--- src/rtl/seq_gen_ctrl.sv ---
// Run controller for the 4-bit load/shift sequence generator: loads it, captures the
// initial word, advances it n_steps times, then reports the final word and detected period.
module seq_gen_ctrl #(
  parameter int CNT_W = 8,
  parameter int Y_W   = 4
) (
  input  logic             clk,
  input  logic             rst,
  input  logic             start,
  input  logic             abort,
  input  logic [CNT_W-1:0] n_steps,
  input  logic [Y_W-1:0]   y_in,
  output logic             gen_ld,
  output logic             gen_en,
  output logic             busy,
  output logic             done,
  output logic [Y_W-1:0]   first_y,
  output logic [Y_W-1:0]   y_last,
  output logic [CNT_W-1:0] period,
  output logic             period_valid,
  output logic [2:0]       dbg_state
);

  // Handshake: start is accepted only on an edge where busy=0 (IDLE); it is never queued.
  // Each accepted start yields exactly one done pulse unless abort or reset cancels the run.
  typedef enum logic [2:0] {
    IDLE = 3'd0,
    LOAD = 3'd1,
    CAPT = 3'd2,
    RUN  = 3'd3,
    DONE = 3'd4
  } state_t;

  state_t           state;
  state_t           state_nxt;
  logic [CNT_W-1:0] n_lat;
  logic [CNT_W-1:0] step_cnt;
  logic             run_more;

  // Compare before incrementing so n_lat = all-ones never wraps the counter.
  assign run_more  = (step_cnt < n_lat);
  assign dbg_state = state;

  always_ff @(posedge clk or negedge rst) begin
    if (!rst) begin
      state <= IDLE;
    end else begin
      state <= state_nxt;
    end
  end

  always_comb begin
    state_nxt = state;
    gen_ld    = 1'b0;
    gen_en    = 1'b0;
    busy      = 1'b1;
    done      = 1'b0;
    case (state)
      IDLE: begin
        busy = 1'b0;
        if (start) state_nxt = LOAD;
      end
      LOAD: begin
        gen_ld    = 1'b1;
        state_nxt = abort ? IDLE : CAPT;
      end
      CAPT: begin
        state_nxt = abort ? IDLE : RUN;
      end
      RUN: begin
        gen_en = run_more;
        if (abort)          state_nxt = IDLE;
        else if (!run_more) state_nxt = DONE;
      end
      DONE: begin
        done      = 1'b1;
        state_nxt = IDLE;
      end
      default: begin
        busy      = 1'b0;
        state_nxt = IDLE;
      end
    endcase
  end

  always_ff @(posedge clk or negedge rst) begin
    if (!rst) begin
      n_lat        <= '0;
      step_cnt     <= '0;
      first_y      <= '0;
      y_last       <= '0;
      period       <= '0;
      period_valid <= 1'b0;
    end else begin
      if (state == IDLE && start) begin
        n_lat        <= n_steps;
        step_cnt     <= '0;
        period       <= '0;
        period_valid <= 1'b0;
      end
      if (state == CAPT && !abort) begin
        first_y <= y_in;
      end
      // In RUN, y_in already reflects step_cnt advances of the generator.
      if (state == RUN && !abort) begin
        if (run_more) step_cnt <= step_cnt + 1'b1;
        if (step_cnt != '0 && !period_valid && y_in == first_y) begin
          period       <= step_cnt;
          period_valid <= 1'b1;
        end
        if (!run_more) y_last <= y_in;
      end
    end
  end

endmodule

--- config.mk ---
export PLATFORM = sky130hd
export DESIGN_NAME = seq_gen_ctrl
export DESIGN_NICKNAME = d
export VERILOG_FILES = /design/src/rtl/seq_gen_ctrl.sv
export SDC_FILE = /design/constraint.sdc
export NUM_CORES = 1
export LEC_CHECK = 0
export BUFFER_PORTS_ARGS = -buffer_cell sky130_fd_sc_hd__buf_2
export CORE_MARGIN = 2
export CORE_UTILIZATION = 57
export DETAILED_ROUTE_END_ITERATION = 10
export PLACE_DENSITY = 0.93
export SLEW_MARGIN = 10
export SYNTH_ARGS = -nofsm -noshare
export SYNTH_HDL_FRONTEND = slang
export SYNTH_SLANG_ARGS = --single-unit
--- constraint.sdc ---
create_clock -name clk -period 4.1 [get_ports clk]
set_input_delay 0.82 -clock clk [delete_from_list [all_inputs] [get_ports clk]]
set_output_delay 0.82 -clock clk [all_outputs]
set_load 0.01 [all_outputs]
======== Word-level counts from Yosys, hierarchy flattened ========
Cells that the tools add are included.
word-level totals
  bits in registers ....................... 36
  latch bits .............................. 0
  memory bits (writable) .................. 0
  ROM bits ................................ 0
  input bits .............................. 16
  logic and storage cells ................. 48
  memories ................................ 0
cells by class
  add/sub/neg operators ................... 1
  $mul .................................... 0
  div/mod/pow operators ................... 0
  $lt $le $gt $ge ......................... 1
  equality and inequality tests ........... 7
  shift operators ......................... 0
  muxes and demuxes ....................... 19
  bitwise gates (word level) .............. 1
  reduce and logical (&&, ||, !) cells .... 12
operator list
  operator                                                          count
  8-bit two-way mux                                                 6
  3-bit case mux with 4 select lines                                1
  3-bit two-way mux                                                 3
  8-bit by 1-bit adder with 8-bit output (second input constant)    1
  8-bit < comparator                                                1
  8-bit nonzero test                                                1
  1-bit two-way mux                                                 7
  3-bit by 2-bit == test with 1-bit output (second input constant)  2
  1-bit logical AND                                                 5
  4-bit == test                                                     1
  2-bit two-way mux                                                 2
  2-bit AND reduction                                               2
  4-bit OR reduction                                                1
  3-bit by 1-bit == test with 1-bit output (second input constant)  1
  3-bit == test (second input constant)                             1
  3-bit zero test                                                   1
  3-bit inequality test (second input constant)                     1
  1-bit zero test                                                   2
  2-bit inequality test (second input constant)                     1
  1-bit inverter                                                    1

======== Logic depth before layout (Yosys ltp) ========
Gate-level depths: netlist of the first run.
  depth in word-level cells ............... 5
  depth in mapped cells ................... 8
  gate-level depth less buffers ........... 7

======== Worst setup path after synthesis of the first run ========
Ideal clock, no wire load.
  path kind ............................... register to output
  start ................................... reg step_cnt[2]
  end ..................................... out gen_en
  data arrival time ....................... 1630 ps
  data required time ...................... 3280 ps
  path slack .............................. 1650 ps
  stages on the path, launching flop included .. 7
  path buffers ............................ 0
  cell sequence ........................... dfrtp_1 > ha_1 > a211oi_1 > o21ai_0 > a21oi_1 > inv_1 > nor3_1
between the ends
  cells in the longest elaborated chain, start to end .. 2
RTL lines
  what                    line  source
  from (decl)             37    logic [CNT_W-1:0] step_cnt;
  from (signal assigned)  106   if (run_more) step_cnt <= step_cnt + 1'b1;
  8-bit < comparator      41    assign run_more = (step_cnt < n_lat);
  1-bit two-way mux       58    case (state)
  to (decl)               14    output logic gen_en,
No other way between the ends.

======== Worst setup path after layout of the first run ========
Ends and elaborated chain as after synthesis.

==> flow_metrics.py, run 1 <==
metrics = {
    "timing": {
        "relSlewSlack_pct": 33.9,
        "fin_crit_sh_pct": 73.5,
        "fin_worst_skew_ns": 0.00628,
        "drv_slew": 0,
        "finalHoldViolCount": 0,
        "fmax_mhz": 332,
        "tightest_slew_ns": 0.988,
        "min_period_ns": 3.01,
        "rsz0062_at_grt": "false",
        "setup_viol": 0,
        "tns_ns": 0,
        "holdWs_ns": 0.499,
    },
    "global_route": {
        "grt_usage_pct": 21.9,
        "grt_first_pass_wirelength_um": 5920,
        "gr-total-overflow": 0,
        "grt_pass1_vias": 1378,
        "grt_max_degree": 37,
        "antenna_found_initial": 0,
    },
    "cts": {
        "h-tree-depth": 2,
        "cts-root-buf": "clkbuf_4",
        "cts_setup_buffers": 0,
        "postCtsHoldBufs": 0,
        "cts_buffers": 5,
        "cts_sinks": 36,
        "clk_pin_slew_worst_paths_ns": 0.11,
        "clockBufferDepth": 2,
        "post_cts_resize_count": 0,
        "insertion_delay_ns": 0.34,
        "cts_tree": "done",
    },
    "outcome": {
        "status": "complete, no violations",
    },
    "placement": {
        "io_buffers": 39,
        "gp_congestion": 0.782,
        "hpwl_um": 2510,
    },
    "synthesis": {
        "synth_top_area_share_pct": 49.8,
        "yosys.area_share.simple_pct": 16.2,
        "syn_avg_cell_area_sq_um": 10.5,
        "synth-xor-area-share_pct": 2.42,
        "yosys_most_used_dff": "dfrtp_1",
        "synth_compound_area_share_pct": 7.81,
        "seq_area_frac_synth_pct": 49.8,
        "synth_cell_types": 38,
        "synth_most_common_cell": "dfrtp_1",
        "synth-edff-count": 0,
        "synthTopCellsByArea": "dfrtp_1 50%, ha_1 6.2%, mux2_2 6.2%",
        "syn-instance-count": 173,
        "synth_mux_area_share_pct": 12.3,
        "yosys-top-cells-count": "36 x dfrtp_1, 28 x nand2_1, 16 x inv_1",
        "synth_top_area_cell": "dfrtp_1",
        "synth_top_family_by_area": "simple AND/OR/NAND/NOR gates",
        "syn_nets": 198,
        "yosys_warnings": 0,
        "synth_seq_cells": 36,
        "async_flop_share_pct": 100,
        "synth_area_sq_um": 1810,
        "synth_adder_area_share_pct": 6.22,
    },
    "power": {
        "power_density_nw_per_um2": 457,
        "leakagePower_nw": 1.13,
        "irDropWorstVdd_mv": 0.351,
    },
    "run": {
        "maxCapViolCount": 0,
    },
    "route": {
        "drt-met1-wl_um": 1470,
        "wl_met2_um": 1700,
        "wl_per_cell_um": 13.1,
        "drt-pass1-iter-count": 4,
        "highest_layer": "met4",
        "drt_drc_violations_left": 0,
        "vias_per_cell": 5.35,
        "wl_met3_um": 167,
        "routed_wl_um": 3390,
        "vias": 1385,
        "ant_nets": 0,
        "dr.first_iter.drc_count": 26,
    },
    "final_layout": {
        "seqCellArea_sq_um": 901,
        "n_fill_cell": 246,
        "drive_gt1_share_pct": 29.3,
        "area.growth.synth_to_final_pct": 15.3,
        "multiInputGateArea_sq_um": 815,
        "insertedDiodeCount": 0,
        "final_nets": 239,
    },
    "setup_path": {
        "worstPathMaxFanout": 8,
        "crit_chain": "ha_1, a211oi_1, o21ai_0, a21oi_1, inv_1, nor3_1, buf_2",
        "crit_path_end_kind": "output port",
        "worstPathArrival_ns": 2.19,
        "crit_path_max_incr_delay_ns": 0.47,
        "cpMaxStageDelayCell": "dfrtp_1",
        "crit_type": "reg2out",
        "worst_path_dominant_cell_family": "compound AO/OA/AOI/OAI gates",
        "path_buf_inv": 2,
        "r2r_setup_slack_ns": 1.60,
        "critPathLaunchType": "flop",
        "cp.required_ns": 3.28,
    },
    "floorplanning": {
        "start_util_pct": 59.8,
        "dieArea_sq_um": 3640,
        "die_y_um": 60.4,
        "die_w_um": 60.4,
        "row_count": 20,
        "io_pins": 40,
        "core_area_sq_um": 3030,
    },
    "worst_hold_path": {
        "hold_class": "reg2reg",
    },
}
## cell usage in the layout (no fill, tap or decap), types with 2 or more instances in the layout
master	synthesis	routed
clkinv_2	0	2
mux2_2	10	10
buf_2	1	39
nor2_1	8	8
nand2_1	28	28
dfrtp_1	36	36
nor4_1	2	2
o21ai_0	9	9
xnor2_1	2	2
nand4_1	4	4
and2_1	2	2
mux2i_1	11	11
xor2_1	3	3
a21oi_1	5	5
clkbuf_4	0	5
nor3_1	2	2
inv_1	16	16
and3_2	2	2
ha_1	9	9
## layer usage
metal | vias up | GRT usage (%)
li1 | 675 | -
met1 | 666 | 28.0
met2 | 38 | 35.9
met3 | 6 | 6.18
met4 | 0 | 7.94
met5 | - | 0
## worst min-delay path, stage by stage (launching register included)
cell	delay, ns
dfrtp_1	0.35
nand2_1	0.06
nand2_1	0.06
## report_power, final
part | switching (mW) | total [mW] | internal (mW)
combinational | 0.154 | 0.277 | 0.124
clock | 0.116 | 0.198 | 0.0816
sequential | 0.0533 | 0.479 | 0.426
## final timing paths
check / from / end / cells after the start
setup / recovery: step_cnt[2]$_DFF_PN0_ / gen_en / 7
hold / removal: n_lat[0]$_DFFE_PN0P_ / n_lat[0]$_DFFE_PN0P_ / 2
setup reg to reg: step_cnt[2]$_DFF_PN0_ / step_cnt[7]$_DFF_PN0_ / 6
hold reg to reg: n_lat[0]$_DFFE_PN0P_ / n_lat[0]$_DFFE_PN0P_ / 2
max in group asynchronous: rst / n_lat[1]$_DFFE_PN0P_ / 1
min in group asynchronous: rst / n_lat[7]$_DFFE_PN0P_ / 1
## cell families (layout without fill, tap and decap cells)
| kind of cell | after synthesis | count (layout) |
|---|---|---|
| mux | 21 | 21 |
| compound gates | 22 | 22 |
| simple gates | 59 | 59 |
| flops | 36 | 36 |
| fa+ha+maj | 9 | 9 |
| buf+inv | 21 | 63 |
| xor+xnor | 5 | 5 |
## final cells by class
cell class / instances / area share [%]
inverters: 16 / 2.88
clock buffers: 6 / 2.46
repair buffers: 39 / 9.35
well taps: 44 / 2.64
multi-input cells: 116 / 39.0
clock inverters: 2 / 0.480
flip-flops and latches: 36 / 43.2
## flip-flops by register name, indices dropped and copies added (netlist names)
signal / cells
n_lat: 8
dbg_state: 3
period: 8
first_y: 4
period_valid: 1
y_last: 4
step_cnt: 8
## metrics by stage
stage	util, %	power (mW)	setup WS (ns)	cells	cell area, sq um
global route	68.9	1.02	0.928	259	2090
detailed placement	66.9	0.765	1.51	251	2030
finish	68.9	0.954	1.09	259	2090
floorplan	-	0.664	1.65	173	1810
global placement	66.9	0.750	1.55	251	2030
CTS	68.9	0.962	1.11	259	2090
Note: power is estimated with default switching activity, not from simulation.
==> inputs of run 2 (changes only) <==
--- a/config.mk
+++ b/config.mk
@@ -7,9 +7,9 @@
 export LEC_CHECK = 0
 export BUFFER_PORTS_ARGS = -buffer_cell sky130_fd_sc_hd__buf_2
 export CORE_MARGIN = 2
-export CORE_UTILIZATION = 57
+export CORE_UTILIZATION = 48
 export DETAILED_ROUTE_END_ITERATION = 10
-export PLACE_DENSITY = 0.93
+export PLACE_DENSITY = 0.85
 export SLEW_MARGIN = 10
 export SYNTH_ARGS = -nofsm -noshare
 export SYNTH_HDL_FRONTEND = slang
==> constraint.sdc (replaced) <==
create_clock -name clk -period 2.75 [get_ports clk]
set_input_delay 0.55 -clock clk [delete_from_list [all_inputs] [get_ports clk]]
set_output_delay 0.55 -clock clk [all_outputs]
set_load 0.01 [all_outputs]
==> flow_metrics.py, run 2 (synthesis gave the netlist of run 1 again) <==
metrics = {
    "global_route": {
        "grt_usage_pct": 19.2,
        "grt_max_degree": 37,
        "gr-total-overflow": 0,
        "grt_pass1_vias": 1408,
        "grt_first_pass_wirelength_um": 6190,
        "antenna_found_initial": 0,
    },
    "final_layout": {
        "final_cell_mix": "39 x buf_2, 36 x dfrtp_1, 28 x nand2_1",
        "stdcell_area_sq_um": 2180,
        "finalNonFillerCells": 267,
        "final_nets": 243,
        "drive_gt1_share_pct": 31.1,
        "area.growth.synth_to_final_pct": 20.2,
        "final_common_cell": "buf_2",
        "reg.largest.list": "n_lat x8, period x8, step_cnt x8",
        "utilization_pct": 59.9,
        "insertedDiodeCount": 0,
    },
    "placement": {
        "gp_congestion": 0.812,
        "placed_area_sq_um": 2050,
        "dp.cells": 258,
        "io_buffers": 39,
        "hpwl_um": 2550,
    },
    "cts": {
        "cts-root-buf": "clkbuf_8",
        "cts_tree": "done",
        "cts_buffers": 5,
        "h-tree-depth": 2,
        "insertion_delay_ns": 0.29,
        "cts_sinks": 36,
        "clockBufferDepth": 2,
        "clk_pin_slew_worst_paths_ns": 0.07,
    },
    "setup_path": {
        "worst_path_dominant_cell_family": "compound AO/OA/AOI/OAI gates",
        "crit_type": "reg2out",
        "cp.required_ns": 2.20,
        "path_buf_inv": 2,
        "crit_path_end_kind": "output port",
        "worstPathArrival_ns": 2.03,
        "rr_startpoint": "step_cnt[6]$_DFF_PN0_",
        "worstPathMaxFanout": 8,
        "crit_path_max_incr_delay_ns": 0.45,
        "critPathLaunchType": "flop",
        "cpMaxStageDelayCell": "dfrtp_1",
        "crit_chain": "ha_1, a211oi_2, o21ai_1, a21oi_2, inv_1, nor3_1, buf_2",
        "crit_path_start": "step_cnt[2]$_DFF_PN0_",
    },
    "power": {
        "leakagePower_nw": 1.16,
        "sw_frac_of_total_pct": 31.4,
        "irDropWorstVdd_mv": 0.470,
        "p_clk_share_pct": 28.8,
        "total_power_mw": 1.61,
        "combPwrFrac_pct": 27.1,
        "power_density_nw_per_um2": 738,
        "p_seq_share_pct": 44.0,
        "internal_power_mw": 1.10,
        "p_switching_mw": 0.505,
    },
    "route": {
        "dr.first_iter.drc_count": 36,
        "drt_drc_violations_left": 0,
        "drt-pass1-iter-count": 4,
        "wl_per_cell_um": 13.3,
        "ant_nets": 0,
        "vias_per_cell": 5.10,
        "vias": 1363,
        "routed_wl_um": 3550,
    },
    "timing": {
        "finalHoldViolCount": 0,
        "fin_crit_sh_pct": 93.9,
        "min_period_ns": 2.58,
        "tightest_slew_ns": 0.787,
        "drv_slew": 0,
        "fin_worst_skew_ns": 0.00517,
        "relSlewSlack_pct": 47.5,
        "setup_viol": 0,
        "fmax_mhz": 387,
        "tns_ns": 0,
        "rsz0062_at_grt": "false",
    },
    "floorplanning": {
        "dieArea_sq_um": 4280,
        "start_util_pct": 49.8,
        "io_pins": 40,
        "die_y_um": 65.4,
        "die_w_um": 65.4,
        "core_area_sq_um": 3630,
        "row_count": 22,
    },
    "outcome": {
        "status": "complete, no violations",
    },
    "run": {
        "maxCapViolCount": 0,
    },
    "worst_hold_path": {
        "hold_class": "in2async",
    },
}
[run 2: worst reg2reg max path, cell delays in order, from the launching register on]
cell and delay [ns]:
dfrtp_1 0.47, ha_1 0.31, nand2_1 0.06, o21ai_0 0.41
a21oi_2 0.07, buf_4 0.16, nor2_1 0.31, mux2_2 0.38
[run 2: through the flow]
step	hold WS, ns	worst slack (ns)
2_1_floorplan	0.254	0.570
3_3_place_gp	0.452	0.468
3_5_place_dp	0.461	0.277
4_1_cts	0.358	0.0158
5_1_grt	0.396	0.0531
6_report	0.333	0.168
[run 2: final timing paths]
path | cells after the start | slack, ns | endpoint
setup / recovery | 7 | 0.17 | gen_en
hold / removal | 1 | 0.33 | y_last[2]$_DFFE_PN0P_
setup reg to reg | 7 | 0.47 | y_last[2]$_DFFE_PN0P_
hold reg to reg | 2 | 0.49 | n_lat[0]$_DFFE_PN0P_
max in group asynchronous | 1 | 1.92 | n_lat[2]$_DFFE_PN0P_
min in group clk | 3 | 0.45 | n_lat[0]$_DFFE_PN0P_
[run 2: per-layer routing]
| layer | wire length [um] | track usage (%) | share of wire [%] | vias up |
|---|---|---|---|---|
| li1 | - | - | - | 682 |
| met1 | 1540 | 22.3 | 43 | 644 |
| met2 | 1790 | 33.8 | 50 | 34 |
| met3 | 184 | 5.99 | 5.2 | 3 |
| met4 | 38 | 6.25 | 1.1 | 0 |
| met5 | 0 | 0 | 0 | - |
[run 2: final cells by class]
class                   count  area (sq um)
repair buffers             43           225
inverters                  16          60.1
fillers                   336          1460
clock inverters             2          35.0
multi-input cells         116           823
well taps                  48          60.1
flip-flops and latches     36           901
clock buffers               6          72.6
[run 2: timing repair]
item                       CTS  global route
setup buffers                1             0
gates resized for setup      0             3
setup endpoints to repair    1             1
hold buffers                 0             0
pin swaps                    1             1
[run 2: power groups by stage]
stage | registers (mW) | logic, mW | clock network (mW)
6_report | 0.707 | 0.435 | 0.463
4_1_cts | 0.709 | 0.435 | 0.470
3_5_place_dp | 0.717 | 0.428 | 0
3_3_place_gp | 0.715 | 0.409 | 0
5_1_grt | 0.724 | 0.494 | 0.503
2_1_floorplan | 0.732 | 0.258 | 0
